<file path="config.mk">
export PLATFORM = sky130hd
export DESIGN_NAME = sram_bus_fifo_responder_flat
export DESIGN_NICKNAME = d
export VERILOG_FILES = /design/src/rtl/sram_bus_fifo_responder_if.sv /design/src/rtl/sram_bus_fifo_responder.sv /design/src/flat_wrapper.sv
export SDC_FILE = /design/constraint.sdc
export NUM_CORES = 1
export LEC_CHECK = 0
export ABC_AREA = 1
export BUFFER_PORTS_ARGS = -buffer_cell sky130_fd_sc_hd__buf_2
export CAP_MARGIN = 30
export CELL_PAD_IN_SITES_DETAIL_PLACEMENT = 0
export CELL_PAD_IN_SITES_GLOBAL_PLACEMENT = 2
export CORE_MARGIN = 3
export CORE_UTILIZATION = 30
export DETAILED_ROUTE_END_ITERATION = 12
export GPL_ROUTABILITY_DRIVEN = 0
export PLACE_DENSITY_LB_ADDON = 0.1
export SLEW_MARGIN = 20
export SYNTH_ARGS = -nofsm -noshare
export SYNTH_HDL_FRONTEND = slang
export SYNTH_SLANG_ARGS = --single-unit
</file>
<file path="constraint.sdc">
create_clock -name clk -period 2.8 [get_ports clk]
set_input_delay 0.42 -clock clk [delete_from_list [all_inputs] [get_ports clk]]
set_output_delay 0.42 -clock clk [all_outputs]
set_load 0.05 [all_outputs]
</file>
<file path="src/rtl/sram_bus_fifo_responder_if.sv">
// AVR external-SRAM bus bundle between the initiator and a windowed responder.
interface sram_bus_fifo_responder_if;
    logic [1:0] bus_a;
    logic [7:0] bus_wdata;
    logic       bus_cs;
    logic       bus_oe;
    logic       bus_we;
    logic [7:0] bus_rdata;
    logic       bus_wait;

    modport master (output bus_a, bus_wdata, bus_cs, bus_oe, bus_we, input bus_rdata, bus_wait);
    modport slave  (input bus_a, bus_wdata, bus_cs, bus_oe, bus_we, output bus_rdata, bus_wait);
endinterface

</file>
<file path="src/rtl/sram_bus_fifo_responder.sv">
// 4-byte SRAM-bus register window bridged to RX/TX byte FIFOs.
// Define SRAM_RESP_WRSTALL_EN to stall DATA writes on a full TX FIFO instead of dropping them.
module sram_bus_fifo_responder #(
    parameter int unsigned FIFO_DEPTH   = 16,
    parameter int unsigned READ_WS      = 1,
    parameter logic [7:0]  STATUS_RESET = 8'h00
) (
    input  logic                            clk,
    input  logic                            nrst,
    sram_bus_fifo_responder_if.slave        bus,
    input  logic [7:0]                      rx_data,
    input  logic                            rx_valid,
    output logic                            rx_ready,
    output logic [7:0]                      tx_data,
    output logic                            tx_valid,
    input  logic                            tx_ready,
    output logic                            irq
);
    localparam int unsigned AW = $clog2(FIFO_DEPTH);
    localparam int unsigned CW = AW + 1;
    localparam logic [CW-1:0] FULL_CNT = CW'(FIFO_DEPTH);

    typedef enum logic [1:0] {RD_IDLE, RD_WAIT, RD_DONE} rd_state_e;

    logic [7:0]    rx_mem [FIFO_DEPTH];
    logic [7:0]    tx_mem [FIFO_DEPTH];
    logic [AW-1:0] rx_wp_q, rx_wp_d, rx_rp_q, rx_rp_d;
    logic [AW-1:0] tx_wp_q, tx_wp_d, tx_rp_q, tx_rp_d;
    logic [CW-1:0] rx_cnt_q, rx_cnt_d, tx_cnt_q, tx_cnt_d;
    logic          rx_ie_q, rx_ie_d, tx_drop_q, tx_drop_d;
    rd_state_e     st_q, st_d;
    logic [1:0]    ws_q, ws_d;
    logic [7:0]    head_q, head_d;
    logic          hvalid_q, hvalid_d;

    logic       rx_full, rx_empty, tx_full, tx_empty;
    logic       rd_hit, wr_en, wr_data, wr_ctrl, flush;
    logic       rx_push, rx_pop, tx_push, tx_pop, tx_stall, rd_wait;
    logic [7:0] rx_head, data_rd_val, rd_mux, status, rxcount;
    logic [8:0] rx_cnt9;

    assign rx_full  = (rx_cnt_q == FULL_CNT);
    assign rx_empty = (rx_cnt_q == '0);
    assign tx_full  = (tx_cnt_q == FULL_CNT);
    assign tx_empty = (tx_cnt_q == '0);
    assign rx_head  = rx_mem[rx_rp_q];

    assign rd_hit  = bus.bus_cs & bus.bus_oe & (bus.bus_a == 2'd1);
    assign wr_en   = bus.bus_cs & bus.bus_we;
    assign wr_data = wr_en & (bus.bus_a == 2'd1);
    assign wr_ctrl = wr_en & (bus.bus_a == 2'd2);
    assign flush   = wr_ctrl & bus.bus_wdata[1];

    assign rx_push = rx_valid & ~rx_full;
    assign tx_pop  = ~tx_empty & tx_ready;
    assign tx_push = wr_data & ~tx_full;
`ifdef SRAM_RESP_WRSTALL_EN
    assign tx_stall = wr_data & tx_full;
`else
    assign tx_stall = 1'b0;
`endif

    // DATA read wait sequencer; the access-start cycle is the first wait cycle.
    always_comb begin
        st_d        = st_q;
        ws_d        = ws_q;
        head_d      = head_q;
        hvalid_d    = hvalid_q;
        rx_pop      = 1'b0;
        rd_wait     = 1'b0;
        data_rd_val = 8'h00;
        if (READ_WS == 0) begin
            st_d        = RD_IDLE;
            data_rd_val = rx_empty ? 8'h00 : rx_head;
            rx_pop      = rd_hit & ~rx_empty;
        end else begin
            case (st_q)
                RD_IDLE: begin
                    if (rd_hit) begin
                        rd_wait  = 1'b1;
                        head_d   = rx_empty ? 8'h00 : rx_head;
                        hvalid_d = ~rx_empty;
                        if (READ_WS == 1) begin
                            st_d = RD_DONE;
                        end else begin
                            st_d = RD_WAIT;
                            ws_d = 2'(READ_WS - 2);
                        end
                    end
                end
                RD_WAIT: begin
                    rd_wait = 1'b1;
                    if (!rd_hit)           st_d = RD_IDLE;
                    else if (ws_q == 2'd0) st_d = RD_DONE;
                    else                   ws_d = ws_q - 2'd1;
                end
                RD_DONE: begin
                    data_rd_val = head_q;
                    rx_pop      = rd_hit & hvalid_q & ~rx_empty;
                    st_d        = RD_IDLE;
                end
                default: st_d = RD_IDLE;
            endcase
        end
    end

    // FIFO pointers, counts and control bits; flush overrides any push/pop.
    always_comb begin
        rx_wp_d   = rx_wp_q + AW'(rx_push);
        rx_rp_d   = rx_rp_q + AW'(rx_pop);
        rx_cnt_d  = rx_cnt_q + CW'(rx_push) - CW'(rx_pop);
        tx_wp_d   = tx_wp_q + AW'(tx_push);
        tx_rp_d   = tx_rp_q + AW'(tx_pop);
        tx_cnt_d  = tx_cnt_q + CW'(tx_push) - CW'(tx_pop);
        rx_ie_d   = wr_ctrl ? bus.bus_wdata[0] : rx_ie_q;
        tx_drop_d = tx_drop_q;
`ifndef SRAM_RESP_WRSTALL_EN
        if (wr_data && tx_full) tx_drop_d = 1'b1;
`endif
        if (wr_ctrl && bus.bus_wdata[3]) tx_drop_d = 1'b0;
        if (flush) begin
            rx_wp_d  = '0;
            rx_rp_d  = '0;
            rx_cnt_d = '0;
            tx_wp_d  = '0;
            tx_rp_d  = '0;
            tx_cnt_d = '0;
        end
    end

    always_ff @(posedge clk or negedge nrst) begin
        if (!nrst) begin
            st_q      <= RD_IDLE;
            ws_q      <= 2'd0;
            head_q    <= 8'h00;
            hvalid_q  <= 1'b0;
            rx_wp_q   <= '0;
            rx_rp_q   <= '0;
            rx_cnt_q  <= '0;
            tx_wp_q   <= '0;
            tx_rp_q   <= '0;
            tx_cnt_q  <= '0;
            rx_ie_q   <= 1'b0;
            tx_drop_q <= STATUS_RESET[3];
        end else begin
            st_q      <= st_d;
            ws_q      <= ws_d;
            head_q    <= head_d;
            hvalid_q  <= hvalid_d;
            rx_wp_q   <= rx_wp_d;
            rx_rp_q   <= rx_rp_d;
            rx_cnt_q  <= rx_cnt_d;
            tx_wp_q   <= tx_wp_d;
            tx_rp_q   <= tx_rp_d;
            tx_cnt_q  <= tx_cnt_d;
            rx_ie_q   <= rx_ie_d;
            tx_drop_q <= tx_drop_d;
        end
    end

    always_ff @(posedge clk) begin
        if (rx_push) rx_mem[rx_wp_q] <= rx_data;
        if (tx_push) tx_mem[tx_wp_q] <= bus.bus_wdata;
    end

    assign rx_cnt9 = 9'(rx_cnt_q);
    assign rxcount = rx_cnt9[8] ? 8'hFF : rx_cnt9[7:0];
    assign status  = {4'b0000, tx_drop_q, tx_empty, ~tx_full, ~rx_empty};

    always_comb begin
        case (bus.bus_a)
            2'd0:    rd_mux = status;
            2'd1:    rd_mux = data_rd_val;
            2'd2:    rd_mux = {7'b0000000, rx_ie_q};
            default: rd_mux = rxcount;
        endcase
    end

    // Gated by nrst so wait and data drop the instant reset asserts.
    assign bus.bus_rdata = (nrst & bus.bus_cs & bus.bus_oe) ? rd_mux : 8'h00;
    assign bus.bus_wait  = nrst & (rd_wait | tx_stall);

    assign rx_ready = ~rx_full;
    assign tx_valid = ~tx_empty;
    assign tx_data  = tx_empty ? 8'h00 : tx_mem[tx_rp_q];
    assign irq      = rx_ie_q & ~rx_empty;
endmodule

</file>
<file path="src/flat_wrapper.sv">
// flat-port wrapper written by rule: the top's interface ports become plain ports
module sram_bus_fifo_responder_flat 
#(
    parameter int unsigned FIFO_DEPTH   = 16,
    parameter int unsigned READ_WS      = 1,
    parameter logic [7:0]  STATUS_RESET = 8'h00
)
  (clk, nrst, rx_data, rx_valid, rx_ready, tx_data, tx_valid, tx_ready, irq, bus_bus_a, bus_bus_wdata, bus_bus_cs, bus_bus_oe, bus_bus_we, bus_bus_rdata, bus_bus_wait);
  sram_bus_fifo_responder_if bus_i ();
  input  logic clk;
  input  logic nrst;
  input  logic [7:0] rx_data;
  input  logic rx_valid;
  output logic rx_ready;
  output logic [7:0] tx_data;
  output logic tx_valid;
  input  logic tx_ready;
  output logic irq;
  input wire logic [$bits(bus_i.bus_a)-1:0] bus_bus_a;
  input wire logic [$bits(bus_i.bus_wdata)-1:0] bus_bus_wdata;
  input wire logic [$bits(bus_i.bus_cs)-1:0] bus_bus_cs;
  input wire logic [$bits(bus_i.bus_oe)-1:0] bus_bus_oe;
  input wire logic [$bits(bus_i.bus_we)-1:0] bus_bus_we;
  output wire logic [$bits(bus_i.bus_rdata)-1:0] bus_bus_rdata;
  output wire logic [$bits(bus_i.bus_wait)-1:0] bus_bus_wait;
  assign bus_i.bus_a = bus_bus_a;
  assign bus_i.bus_wdata = bus_bus_wdata;
  assign bus_i.bus_cs = bus_bus_cs;
  assign bus_i.bus_oe = bus_bus_oe;
  assign bus_i.bus_we = bus_bus_we;
  assign bus_bus_rdata = bus_i.bus_rdata;
  assign bus_bus_wait = bus_i.bus_wait;
  sram_bus_fifo_responder #(.FIFO_DEPTH(FIFO_DEPTH), .READ_WS(READ_WS), .STATUS_RESET(STATUS_RESET)) u_core (.clk(clk), .nrst(nrst), .bus(bus_i), .rx_data(rx_data), .rx_valid(rx_valid), .rx_ready(rx_ready), .tx_data(tx_data), .tx_valid(tx_valid), .tx_ready(tx_ready), .irq(irq));
endmodule
</file>
==> impl_metrics.py <==
metrics = {
    "setup_path": {
        "max_stage_delay_ns": 0.42,
        "end_kind": "primary output",
        "crit_path_max_fanout": 16,
        "timing.critical_path.buf_inv": 3,
        "timing.critical_path.max_delay_family": "buffers and inverters",
        "cp-startpoint": "u_core.tx_rp_q[0]$_DFF_PN0_",
        "cells_along_the_critical_path": "inv_2, clkbuf_16, nand2_1, nand3_1, nand3_1, nand2_1, nand2_1, a21oi_1, buf_2",
        "cp-start-kind": "flop",
        "crit-reg2reg-launch": "u_core.tx_cnt_q[3]$_DFF_PN0_",
        "timing.critical_path.arrival_ns": 2.28,
        "cp_common_cell": "sky130_fd_sc_hd__nand2_1",
        "cp_slowest_cell": "sky130_fd_sc_hd__dfrtp_2",
        "worst_ep_required_time_ns": 2.38,
        "criticalPathCategory": "reg -> out",
    },
    "power_and_ir_drop": {
        "power.static_leakage_nw": 6.11,
        "worst_ir_drop_vdd_mv": 0.443,
        "powerDensity_nw_per_um2": 946,
    },
    "logic_synthesis": {
        "syn-cell-area_sq_um": 12700,
        "yosysWarningCount": 0,
        "synth_seq_area_share": 0.681,
        "netlist_instances": 1178,
        "netlist-cell-type-count": 30,
        "synth_nets": 1225,
        "yosys_register_bits": 294,
        "avg_synthesized_cell_area_sq_um": 10.8,
    },
    "finish": {
        "drive_above_1_share": 0.133,
        "final.fill_count": 4138,
        "diodes": 0,
        "fin_nets": 1311,
        "layout-area-overhead-vs-synth_pct": 18.0,
    },
    "drt": {
        "drtAntennaViolNets": 0,
        "route.vias.total": 8194,
        "drt_first_iter_violations": 410,
        "route.detailed.drc": 0,
        "routedWlPerCell_microns": 18.8,
        "firstDrtPassIters": 4,
        "route.final.wire_length_mm": 34.3,
        "viasPerCell": 4.49,
    },
    "floorplanning": {
        "chipWidth_microns": 212,
        "die-height_microns": 212,
        "pin_count": 45,
        "die_area_sq_um": 44800,
        "fp-row-count": 74,
        "core_area_sq_um": 41300,
        "initial_utilization": 0.307,
    },
    "grt": {
        "grt-ovfl-total": 0,
        "grt_pass1_wl_mm": 52.6,
        "maximum_number_of_pins_on_one_net_before_global_route_repair": 66,
        "antenna_violations_before_repair": 0,
        "track_usage": 0.157,
        "first_global_vias": 8368,
    },
    "clocking": {
        "cts_max_path_buffers": 3,
        "clock_insertion_delay_worst_skew_ns": 0.54,
        "cts.htree.levels": 2,
        "cts_inserted_buffers": 37,
        "tritoncts": "built",
        "cts_root_buf": "sky130_fd_sc_hd__clkbuf_16",
        "clock_slew_at_the_register_clock_pins_of_the_worst_setup_and_hold_paths_ns": 0.06,
        "cts_num_sinks": 294,
    },
    "timing": {
        "post-route-min-period_ns": 2.70,
        "slew_headroom": 0.433,
        "hold-worst-slack_ns": 0.287,
        "setup_repair_after_global_routing_missed_its_margin": "no",
        "setup_clock_skew_after_layout_ns": 0.0276,
        "finalSetupViolCount": 0,
        "timing.setup.tns_ns": 0,
        "timing_hold_violations_final": 0,
        "post-route-period-util": 0.964,
        "worstMarginPinSlew_ns": 0.850,
        "fmax_mhz": 370,
        "maxSlewViolCount": 0,
    },
    "outcome": {
        "run_status": "completed",
    },
    "worst_hold_path": {
        "min_delay_src": "rx_data[4]",
        "min-delay-path-class": "in -> reg",
    },
    "placement": {
        "port_buffers": 44,
        "dp_hpwl_mm": 21.1,
    },
    "flow_run": {
        "timing.max_cap.violations": 0,
    },
}
[worst register-to-register path: cells and delay by family (launching register included)]
family                     cells  cell delay [ns]
AOI/OAI and AO/OA              4             0.41
adders and majority gates      4             1.07
buffers and inverters          4             0.28
DFF                            1             0.38
and+or+nand+nor                3             0.31
[per-stage QoR]
| step | worst slack, ns | std cells | power, mW | utilization | area [sq um] |
|---|---|---|---|---|---|
| finish | 0.101 | 1825 | 14.2 | 0.362 | 15000 |
| floorplan | 0.00883 | 1178 | 8.22 | - | 12700 |
| CTS | 0.00271 | 1824 | 14.3 | 0.361 | 14900 |
| global route | 0.0123 | 1825 | 15.1 | 0.362 | 15000 |
| global placement | 0.209 | 1754 | 9.44 | 0.331 | 13700 |
| detailed placement | 0.203 | 1754 | 9.42 | 0.331 | 13700 |
[state kept, by name, indices dropped and copies added (netlist names), 4 cells and up]
name	cells
u_core.rx_mem	128
u_core.tx_mem	128
u_core.head_q	8
u_core.rx_cnt_q	5
u_core.tx_cnt_q	5
u_core.rx_rp_q	4
u_core.rx_wp_q	4
u_core.tx_rp_q	4
u_core.tx_wp_q	4
[final timing paths]
check,to,slack (ns),cells after the start
max in group asynchronous,u_core.rx_rp_q[0]$_DFF_PN0_,1.86,3
hold reg to reg,u_core.head_q[5]$_DFFE_PN0P_,0.48,2
setup / recovery,tx_data[6],0.10,9
min in group asynchronous,u_core.tx_cnt_q[3]$_DFF_PN0_,0.53,3
hold / removal,u_core.rx_mem[0][4]$_DFFE_PP_,0.29,1
setup reg to reg,u_core.tx_cnt_q[4]$_DFF_PN0_,0.24,15
[logic make-up (layout without fill, tap and decap cells)]
logic type / Yosys count / in the layout / synth area share
buf+inv: 137 / 252 / 0.0510
xor+xnor: 7 / 7 / 0.00483
compound gates: 48 / 48 / 0.0199
fa+ha+maj: 22 / 22 / 0.0229
flops: 294 / 294 / 0.681
simple gates: 670 / 670 / 0.220
[cell type report]
class	instances	area (sq um)	share of cell area
Sequential cell	294	8640	0.578
Clock buffer	52	1040	0.0698
Timing Repair Buffer	93	689	0.0461
Clock inverter	16	153	0.0102
Tap cell	532	666	0.0445
Multi-Input combinational cell	747	3420	0.229
Inverter	91	347	0.0232
[repair_timing]
item,4_1_cts,5_1_grt
setup buffers,0,0
hold endpoints to repair,2,0
hold buffers,1,0
gates resized for setup,3,15
pin swaps,0,0
gates cloned,1,1
setup endpoints to repair,8,8
[where the power goes]
part	internal (mW)	switching, mW	total (mW)
Clock	2.88	1.83	4.71
Combinational	1.28	2.71	3.99
Sequential	5.20	0.260	5.46
[Yosys cell counts]
library cell	instances	area, sq um
sky130_fd_sc_hd__a21o_1	1	7.51
sky130_fd_sc_hd__a21oi_1	22	110
sky130_fd_sc_hd__a22oi_1	1	7.51
sky130_fd_sc_hd__a31oi_1	2	12.5
sky130_fd_sc_hd__buf_1	2	7.51
sky130_fd_sc_hd__buf_2	21	105
sky130_fd_sc_hd__buf_4	12	90.1
sky130_fd_sc_hd__buf_6	8	90.1
sky130_fd_sc_hd__clkbuf_1	3	11.3
sky130_fd_sc_hd__clkinv_2	1	5.00
sky130_fd_sc_hd__dfrtp_1	38	951
sky130_fd_sc_hd__edfxtp_1	256	7690
sky130_fd_sc_hd__fa_1	2	40.0
sky130_fd_sc_hd__ha_1	20	250
sky130_fd_sc_hd__inv_1	81	304
sky130_fd_sc_hd__inv_2	9	33.8
sky130_fd_sc_hd__nand2_1	404	1520
sky130_fd_sc_hd__nand2_4	1	11.3
sky130_fd_sc_hd__nand3_1	173	866
sky130_fd_sc_hd__nand4_1	5	31.3
sky130_fd_sc_hd__nor2_1	76	285
sky130_fd_sc_hd__nor2_2	2	12.5
sky130_fd_sc_hd__nor2_4	2	22.5
sky130_fd_sc_hd__nor3_1	1	5.00
sky130_fd_sc_hd__nor3b_1	3	22.5
sky130_fd_sc_hd__o21ai_0	20	100
sky130_fd_sc_hd__o21bai_1	2	15.0
sky130_fd_sc_hd__or2_2	3	18.8
sky130_fd_sc_hd__xnor2_1	2	17.5
sky130_fd_sc_hd__xor2_1	5	43.8
[layout by cell type, fill, tap and decap left out, types with 2 or more instances in the layout]
cell,instances
sky130_fd_sc_hd__nor2_1,76
sky130_fd_sc_hd__inv_2,9
sky130_fd_sc_hd__nand4_1,5
sky130_fd_sc_hd__a21oi_1,19
sky130_fd_sc_hd__buf_12,3
sky130_fd_sc_hd__nand3_1,172
sky130_fd_sc_hd__nand2_1,404
sky130_fd_sc_hd__dfrtp_1,35
sky130_fd_sc_hd__or2_2,3
sky130_fd_sc_hd__a31oi_1,2
sky130_fd_sc_hd__inv_1,80
sky130_fd_sc_hd__buf_4,48
sky130_fd_sc_hd__clkbuf_1,11
sky130_fd_sc_hd__edfxtp_1,256
sky130_fd_sc_hd__o21ai_0,19
sky130_fd_sc_hd__clkbuf_16,40
sky130_fd_sc_hd__nor2_4,3
sky130_fd_sc_hd__o21bai_1,2
sky130_fd_sc_hd__dfrtp_2,3
sky130_fd_sc_hd__ha_1,19
sky130_fd_sc_hd__clkbuf_4,2
sky130_fd_sc_hd__xnor2_1,2
sky130_fd_sc_hd__xor2_1,5
sky130_fd_sc_hd__bufinv_16,3
sky130_fd_sc_hd__clkinv_2,8
sky130_fd_sc_hd__nor3b_1,3
sky130_fd_sc_hd__clkinv_1,5
sky130_fd_sc_hd__a21oi_2,3
sky130_fd_sc_hd__buf_2,36
sky130_fd_sc_hd__clkbuf_8,2
[routing by layer]
metal  wire [microns]  share of wire  track usage
met2            16700           0.49        0.264
met5                0              0            0
met3              959          0.028       0.0233
met1            15800           0.46        0.210
met4              811          0.024       0.0529
Note: power is estimated with default switching activity, not from simulation.
